## src/rtl/dmem_pkg.sv

```systemverilog
// -----------------------------------------------------------------------------
// dmem_pkg
//   Shared definitions for the byte-sequenced data-memory word port.
//   - state_t         : port FSM states
//   - BYTES_PER_WORD  : beats per word transfer
//   - LAST_BEAT       : beat-counter value of the final byte
//   - lane()          : big-endian byte lane for a beat (beat 0 -> bits 31:24)
// -----------------------------------------------------------------------------
package dmem_pkg;

    typedef enum logic [1:0] {
        IDLE = 2'd0,
        XFER = 2'd1,
        RESP = 2'd2
    } state_t;

    localparam int         BYTES_PER_WORD = 4;
    localparam logic [1:0] LAST_BEAT      = 2'(BYTES_PER_WORD - 1);

    // Beat 0 touches the lowest address, which holds the most significant byte.
    function automatic logic [1:0] lane(input logic [1:0] cnt);
        return 2'd3 - cnt;
    endfunction

endpackage

```

## src/rtl/dmem_word_port_byte_ram.sv

```systemverilog
// -----------------------------------------------------------------------------
// byte_ram
//   Byte-wide RAM of 2**ADDR_W entries: synchronous write, asynchronous read.
//   Ports:
//     clk    - write clock
//     we     - write enable
//     waddr  - write byte address
//     wdata  - write byte
//     raddr  - read byte address
//     rdata  - read byte (combinational)
// -----------------------------------------------------------------------------
module byte_ram #(
    parameter int    ADDR_W    = 5,
    parameter string INIT_FILE = ""
) (
    input  logic              clk,
    input  logic              we,
    input  logic [ADDR_W-1:0] waddr,
    input  logic [7:0]        wdata,
    input  logic [ADDR_W-1:0] raddr,
    output logic [7:0]        rdata
);

    logic [7:0] mem [0:(2**ADDR_W)-1];

    // NOTE: the array has no reset branch; contents survive rst_n and a reset
    // loop over every entry would turn the array into a wall of flops.
    always_ff @(posedge clk) begin
        if (we) begin
            mem[waddr] <= wdata;
        end
    end

    assign rdata = mem[raddr];

endmodule

```

## src/rtl/dmem_word_port.sv

```systemverilog
// -----------------------------------------------------------------------------
// dmem_word_port
//   32-bit word load/store port over a byte-wide RAM. Each accepted request
//   is serviced as four byte beats (big-endian, address wraps modulo RAM
//   size), followed by a one-cycle response. One word every 6 cycles.
//   Ports:
//     clk, rst_n  - clock, asynchronous active-low reset
//     req_valid   - request present
//     req_ready   - port idle, request accepted on this edge if valid
//     req_we      - 1 = store word, 0 = load word
//     req_addr    - byte address of the most significant byte
//     req_wdata   - store data
//     rsp_valid   - one-cycle completion pulse
//     rsp_rdata   - assembled load data, held until the next load completes
//     misalign    - request address was not word aligned (informational)
//     busy        - transfer in progress
// -----------------------------------------------------------------------------
module dmem_word_port
    import dmem_pkg::*;
#(
    parameter int    ADDR_W    = 5,
    parameter string INIT_FILE = "initDm.dat"
) (
    input  logic              clk,
    input  logic              rst_n,
    input  logic              req_valid,
    output logic              req_ready,
    input  logic              req_we,
    input  logic [ADDR_W-1:0] req_addr,
    input  logic [31:0]       req_wdata,
    output logic              rsp_valid,
    output logic [31:0]       rsp_rdata,
    output logic              misalign,
    output logic              busy
);

    state_t            state;
    logic [1:0]        cnt;
    logic              we_q;
    logic [ADDR_W-1:0] addr_q;
    logic [31:0]       wdata_q;
    // Upper three load bytes; the fourth comes straight from the RAM on the
    // last beat so rsp_rdata only changes when the response is issued.
    logic [23:0]       rdata_q;

    logic [ADDR_W-1:0] beat_addr;
    logic              ram_we;
    logic [7:0]        ram_wdata;
    logic [7:0]        ram_rdata;

    // Address arithmetic is ADDR_W wide, so addr_q + cnt wraps naturally.
    assign beat_addr = addr_q + {{(ADDR_W-2){1'b0}}, cnt};
    assign ram_we    = (state == XFER) && we_q;
    assign ram_wdata = wdata_q[8*lane(cnt) +: 8];

    assign req_ready = (state == IDLE);
    assign rsp_valid = (state == RESP);
    assign busy      = (state != IDLE);

    byte_ram #(
        .ADDR_W    (ADDR_W),
        .INIT_FILE (INIT_FILE)
    ) u_ram (
        .clk   (clk),
        .we    (ram_we),
        .waddr (beat_addr),
        .wdata (ram_wdata),
        .raddr (beat_addr),
        .rdata (ram_rdata)
    );

    // NOTE: all state here updates with non-blocking assignments so every
    // register sees the pre-edge values of the others.
    always_ff @(posedge clk or negedge rst_n) begin
        if (!rst_n) begin
            state     <= IDLE;
            cnt       <= 2'd0;
            we_q      <= 1'b0;
            addr_q    <= '0;
            wdata_q   <= 32'd0;
            rdata_q   <= 24'd0;
            rsp_rdata <= 32'd0;
            misalign  <= 1'b0;
        end else begin
            case (state)
                IDLE: begin
                    if (req_valid) begin
                        we_q     <= req_we;
                        addr_q   <= req_addr;
                        wdata_q  <= req_wdata;
                        misalign <= |req_addr[1:0];
                        cnt      <= 2'd0;
                        state    <= XFER;
                    end
                end
                XFER: begin
                    if (!we_q) begin
                        case (cnt)
                            2'd0:    rdata_q[23:16] <= ram_rdata;
                            2'd1:    rdata_q[15:8]  <= ram_rdata;
                            2'd2:    rdata_q[7:0]   <= ram_rdata;
                            default: rsp_rdata      <= {rdata_q, ram_rdata};
                        endcase
                    end
                    cnt <= cnt + 2'd1;
                    if (cnt == LAST_BEAT) begin
                        state <= RESP;
                    end
                end
                RESP: begin
                    state <= IDLE;
                end
                default: begin
                    state <= IDLE;
                end
            endcase
        end
    end

endmodule

```

## config.mk

```make
export PLATFORM = sky130hd
export DESIGN_NAME = dmem_word_port
export DESIGN_NICKNAME = d
export VERILOG_FILES = /design/src/rtl/dmem_pkg.sv /design/src/rtl/dmem_word_port_byte_ram.sv /design/src/rtl/dmem_word_port.sv
export SDC_FILE = /design/constraint.sdc
export NUM_CORES = 1
export LEC_CHECK = 0
export ABC_AREA = 1
export BUFFER_PORTS_ARGS = -buffer_cell sky130_fd_sc_hd__buf_4
export CORE_MARGIN = 8
export CORE_UTILIZATION = 50
export DETAILED_ROUTE_END_ITERATION = 8
export PLACE_DENSITY = 0.7
export SYNTH_ARGS = -nofsm -noshare
export SYNTH_HDL_FRONTEND = slang
export SYNTH_SLANG_ARGS = --single-unit
```

## constraint.sdc

```tcl
create_clock -name clk -period 3.1 [get_ports clk]
set_input_delay 0 -clock clk [delete_from_list [all_inputs] [get_ports clk]]
set_output_delay 0 -clock clk [all_outputs]
set_load 0.03 [all_outputs]
```

Word level (Yosys, flattened, before mapping)
Memories as Yosys holds them, arrays and structs flattened.
Cells that the tools add are included.
W data, S select, Z words.
{"block": "classes", "muxes": 7, "add_sub_neg": 3, "bitwise": 2, "eq_ne": 7, "n_shift": 1, "reduce_logical": 14}
{"operator": "$shiftx A32 B6 Y8", "n": 1}
{"operator": "$reduce_and A3 Y1", "n": 4}
{"operator": "$pmux W2 S2", "n": 2}
{"operator": "$eq A2 B2 Y1 const B", "n": 3}
{"operator": "$mux W2", "n": 3}
{"operator": "$reduce_and A2 Y1", "n": 3}
{"operator": "$add A5 B2 Y5", "n": 1}
{"operator": "$eq A2 B1 Y1 const B", "n": 2}
{"operator": "$logic_not A2 Y1", "n": 2}
{"operator": "$reduce_bool A2 Y1", "n": 2}
{"operator": "$reduce_or A3 Y1", "n": 1}
{"operator": "$add A2 B1 Y2 const B", "n": 1}
{"operator": "$mux W1", "n": 2}
{"operator": "$ne A2 B1 Y1 const B", "n": 1}
{"operator": "$ne A2 B2 Y1 const B", "n": 1}
{"operator": "$not A1 Y1", "n": 2}
{"operator": "$reduce_or A2 Y1", "n": 1}
{"operator": "$sub A2 B2 Y2 const A", "n": 1}
{"operator": "$logic_and A1 B1 Y1", "n": 1}
{"block": "totals", "wordCells": 45, "ff_bits": 99, "output_inout_bits": 36, "n_memories": 1, "in_bits": 41, "ramBits": 256}
{"memory": "u_ram.mem", "depth": 32, "width": 8, "read_ports": 1, "rd_clocked_by_memory_dff": 0, "wr": 1, "line_no": "dmem_word_port_byte_ram.sv:24", "source": "logic [7:0] mem [0:(2**ADDR_W)-1];"}

Logic depth before layout (Yosys ltp)
{"block": "depth", "word_depth": 4, "ltp_mapped": 15, "depth_no_buf": 12}

Cells and area by module
A second synthesis with hierarchy kept.
{"block": "unflattened", "hier_cells": 1433, "hier_area_um2": 14988.1}
{"module": "byte_ram", "instances": 1, "seq_area_each_um2": 7687.4, "area_per_inst_um2": 10626.4, "cells_each": 914}
{"module": "dmem_word_port", "instances": 1, "seq_area_each_um2": 2477.4, "area_per_inst_um2": 4361.7, "cells_each": 519}

Least setup slack after synthesis
Ideal clock, no wire load.
{"block": "synth_path", "kind": "reg2reg", "startpoint": "register cnt[0]", "endpoint": "memory u_ram.mem[0][0] (enable)", "setup_slack_ns": 0.397, "setup_time_ns": 0.370, "arrival_ns": 2.333, "n_path_buf": 2, "stages_incl_launch_ff": 8, "path_cell_list": "dfrtp_1 > ha_1 > fa_1 > inv_1 > buf_2 > buf_1 > nand3_1 > nor2_1"}
{"block": "synth_between", "elab_chain_cells": 1}
{"item": "start: declaration", "line_no": "dmem_word_port.sv:38", "source": "logic [1:0] cnt;"}
{"item": "start signal: assignment", "line_no": "dmem_word_port.sv:105", "source": "cnt <= cnt + 2'd1;"}
{"item": "$add A5 B2 Y5", "line_no": "dmem_word_port.sv:52", "source": "assign beat_addr = addr_q + {{(ADDR_W-2){1'b0}}, cnt};"}
{"item": "end: declaration", "line_no": "dmem_word_port_byte_ram.sv:24"}
No other way between the ends.

Final worst setup path
{"block": "layout_path", "startpoint": "register state[1]", "endpoint": "memory u_ram.mem[31][0] (enable)"}
{"block": "layout_between", "elab_chain_cells": 4}
{"item": "start: declaration", "line_no": "dmem_word_port.sv:37", "source": "state_t state;"}
{"item": "start signal: assignment", "line_no": "dmem_word_port.sv:76", "source": "state <= IDLE;"}
{"item": "start signal: assignment", "line_no": "dmem_word_port.sv:93", "source": "state <= XFER;"}
{"item": "start signal: assignment", "line_no": "dmem_word_port.sv:107", "source": "state <= RESP;"}
{"item": "$eq A2 B1 Y1", "line_no": "dmem_word_port.sv:53", "source": "assign ram_we = (state == XFER) && we_q;"}
{"item": "$logic_and A1 B1 Y1", "line_no": "dmem_word_port.sv:53"}
{"item": "$mux W1", "line_no": "dmem_word_port_byte_ram.sv:29", "source": "if (we) begin"}
{"item": "$mux W1 (not written as such)", "line_no": "dmem_word_port_byte_ram.sv:30", "source": "mem[waddr] <= wdata;"}
No other way between the ends.

==> results.json <==
{
  "outcome": "completed",
  "async_reset_ff_share_pct": 27.89,
  "via_per_inst": 5.194,
  "placedCellCount": 2031,
  "area_growth_pct": 20.37,
  "yosysTopAreaCellShare_pct": 51.05,
  "die_area_um2": 35930,
  "htreeDepth": 2,
  "cts_buffers": 37,
  "yosysUniqueCellTypes": 25,
  "post_cts_buffers": 0,
  "layout.nets": 1768,
  "slew_viol_final": 0,
  "critPathCaptureType": "register",
  "yosysWarnings": 0,
  "rsz0062_at_grt": "no",
  "synth_edf_count": 256,
  "worst_slew_pin_slew_ns": 1.164,
  "grt_remaining_overflow": 0,
  "syn_inst": 1567,
  "crit_type": "reg2reg",
  "clock_latency_ns": 0.52,
  "grt_pass1_wl_um": 58170,
  "fin_skew_ns": 0.02095,
  "worstPathRequired_ns": 3.34,
  "clkTransAtPathRegs_ns": 0.06,
  "worstPathArrival_ns": 2.96,
  "yosysMostFrequentCell": "nand2_1",
  "hold_violations": 0,
  "synth-seq-cells": 355,
  "synth_nets": 1615,
  "fmax_mhz": 366.7,
  "cts_buffer_depth": 3,
  "hp-class": "in2async",
  "initial_core_util_pct": 50.81,
  "yosys-top-cells-count": "nand2_1, edfxtp_1, dfrtp_1, nor2_1, buf_2",
  "antenna_found_initial": 1,
  "drtIter0Drc": 1023,
  "dp_hpwl_um": 22700,
  "cts_tree": "done",
  "period_minus_slack_ns": 2.727,
  "numClockSinks": 355,
  "critPathMaxFanout": 6,
  "die_h_um": 189.5,
  "drt_wl_total_um": 37200,
  "cap_violations": 0,
  "finalSetupViolCount": 0,
  "drive_gt1_share_pct": 13.44,
  "yosysSeqAreaShare_pct": 67.50,
  "syn_area_um2": 15060,
  "num_vias": 11120,
  "grt_max_degree": 67,
  "fin_crit_sh_pct": 87.98,
  "place_congestion": 0.8526,
  "die_w_um": 189.5,
  "clockRootBuffer": "clkbuf_16",
  "tns_ns": 0,
  "final_cells": 2141,
  "yosysTopAreaCell": "edfxtp_1",
  "slew_headroom_pct": 22.37,
  "postRouteAntennaNets": 0,
  "ios": 77,
  "rows": 63,
  "wire_per_inst_um": 17.38,
  "synthTopCellsByArea": "edfxtp_1, nand2_1, dfrtp_1",
  "core_area_um2": 29640,
  "synth_top_flop_cell": "edfxtp_1",
  "grt.total_usage_pct": 20.34,
  "dr.pass1.iters": 5,
  "fillers": 2352,
  "worstSetupStartpointType": "register",
  "io_buffers": 76,
  "route.detailed.drc": 0,
  "grt_pass1_vias": 11013,
  "post_synth.cell_area_avg_um2": 9.610
}
-- kinds of logic (layout without fill, tap and decap cells) --
group	Yosys count	count (layout)	share of synthesized area [%]
AND/OR/NAND/NOR	1055	1055	26.75
flip-flops	355	355	67.50
buffers and inverters	87	268	2.709
AO/OA/AOI/OAI	61	61	2.119
adder cells (fa/ha/maj)	7	7	0.6315
XOR/XNOR	2	2	0.2909
other	0	3	0
-- worst paths after layout --
check / to / slack, ns / cells past startpoint / from
min in group clk: addr_q[2] / 0.22 / 4 / req_addr[2]
min reg2reg: rsp_rdata[16] / 0.47 / 2 / rdata_q[8]
min: rsp_rdata[10] / 0.14 / 2 / rst_n
max in group asynchronous: rdata_q[5] / 2.28 / 3 / rst_n
max reg2reg: u_ram.mem[31][0] / 0.37 / 7 / state[1]
max: u_ram.mem[31][0] / 0.37 / 7 / state[1]
-- placed cells by master (no fill, tap or decap), types with 8 or more instances in the layout --
master	instances
o21ai_0	20
dfrtp_1	99
nand2_1	975
clkbuf_16	37
buf_4	140
dlygate4sd3_1	40
bufinv_16	8
edfxtp_1	256
nand3_1	11
nor2_1	52
nand2_2	8
o21ai_1	32
inv_1	14
-- state kept, by name, indices dropped and copies added, names as in the netlist, 2 cells and up --
name / count
addr_q: 5
cnt: 2
rdata_q: 24
rsp_rdata: 32
state: 2
u_ram.mem: 256
wdata_q: 32
-- stage by stage --
| stage | hold WS, ns | utilization [%] | instance area [um^2] | setup slack, ns |
|---|---|---|---|---|
| after global placement | 0.1446 | 55.28 | 16380 | 0.4466 |
| after detailed placement | 0.1435 | 55.28 | 16380 | 0.4211 |
| after floorplan | -0.2956 | - | 15060 | 0.3970 |
| final | 0.1354 | 61.16 | 18130 | 0.3727 |
| after CTS | 0.1484 | 61.13 | 18120 | 0.4039 |
| after global routing | 0.2097 | 61.14 | 18120 | 0.2422 |
-- final cells by class --
type / instances / area [um^2] / share of cell area, %
antenna: 3 / 7.507 / 0.04142
clock buffer: 49 / 1035 / 5.709
clock inverter: 18 / 299.0 / 1.650
inverter: 19 / 75.07 / 0.4142
multi-input combinational: 1125 / 4566 / 25.19
sequential: 355 / 10160 / 56.08
tap: 390 / 488.0 / 2.692
timing repair buffer: 182 / 1491 / 8.228
-- repair_timing --
item | CTS | global route
hold buffers | 40 | 0
gates resized for setup | 0 | 0
hold endpoints to repair | 105 | 0
-- critical path, cell delays in order (launching register included) --
cell,delay (ns)
dfrtp_1,0.40
nor2_2,0.28
inv_1,0.16
nor2_1,0.57
nand3_1,0.39
buf_4,0.29
nor2_1,0.18
buf_4,0.17
-- metal layers --
| layer | track usage [%] | wire [um] |
|---|---|---|
| met3 | 3.772 | 2743 |
| met5 | 0 | 0 |
| met2 | 33.73 | 17760 |
| met4 | 8.028 | 1237 |
| met1 | 26.29 | 15460 |
Power is not shown: default switching activity piles up to over one toggle a cycle in this logic, so the estimate is an artifact.
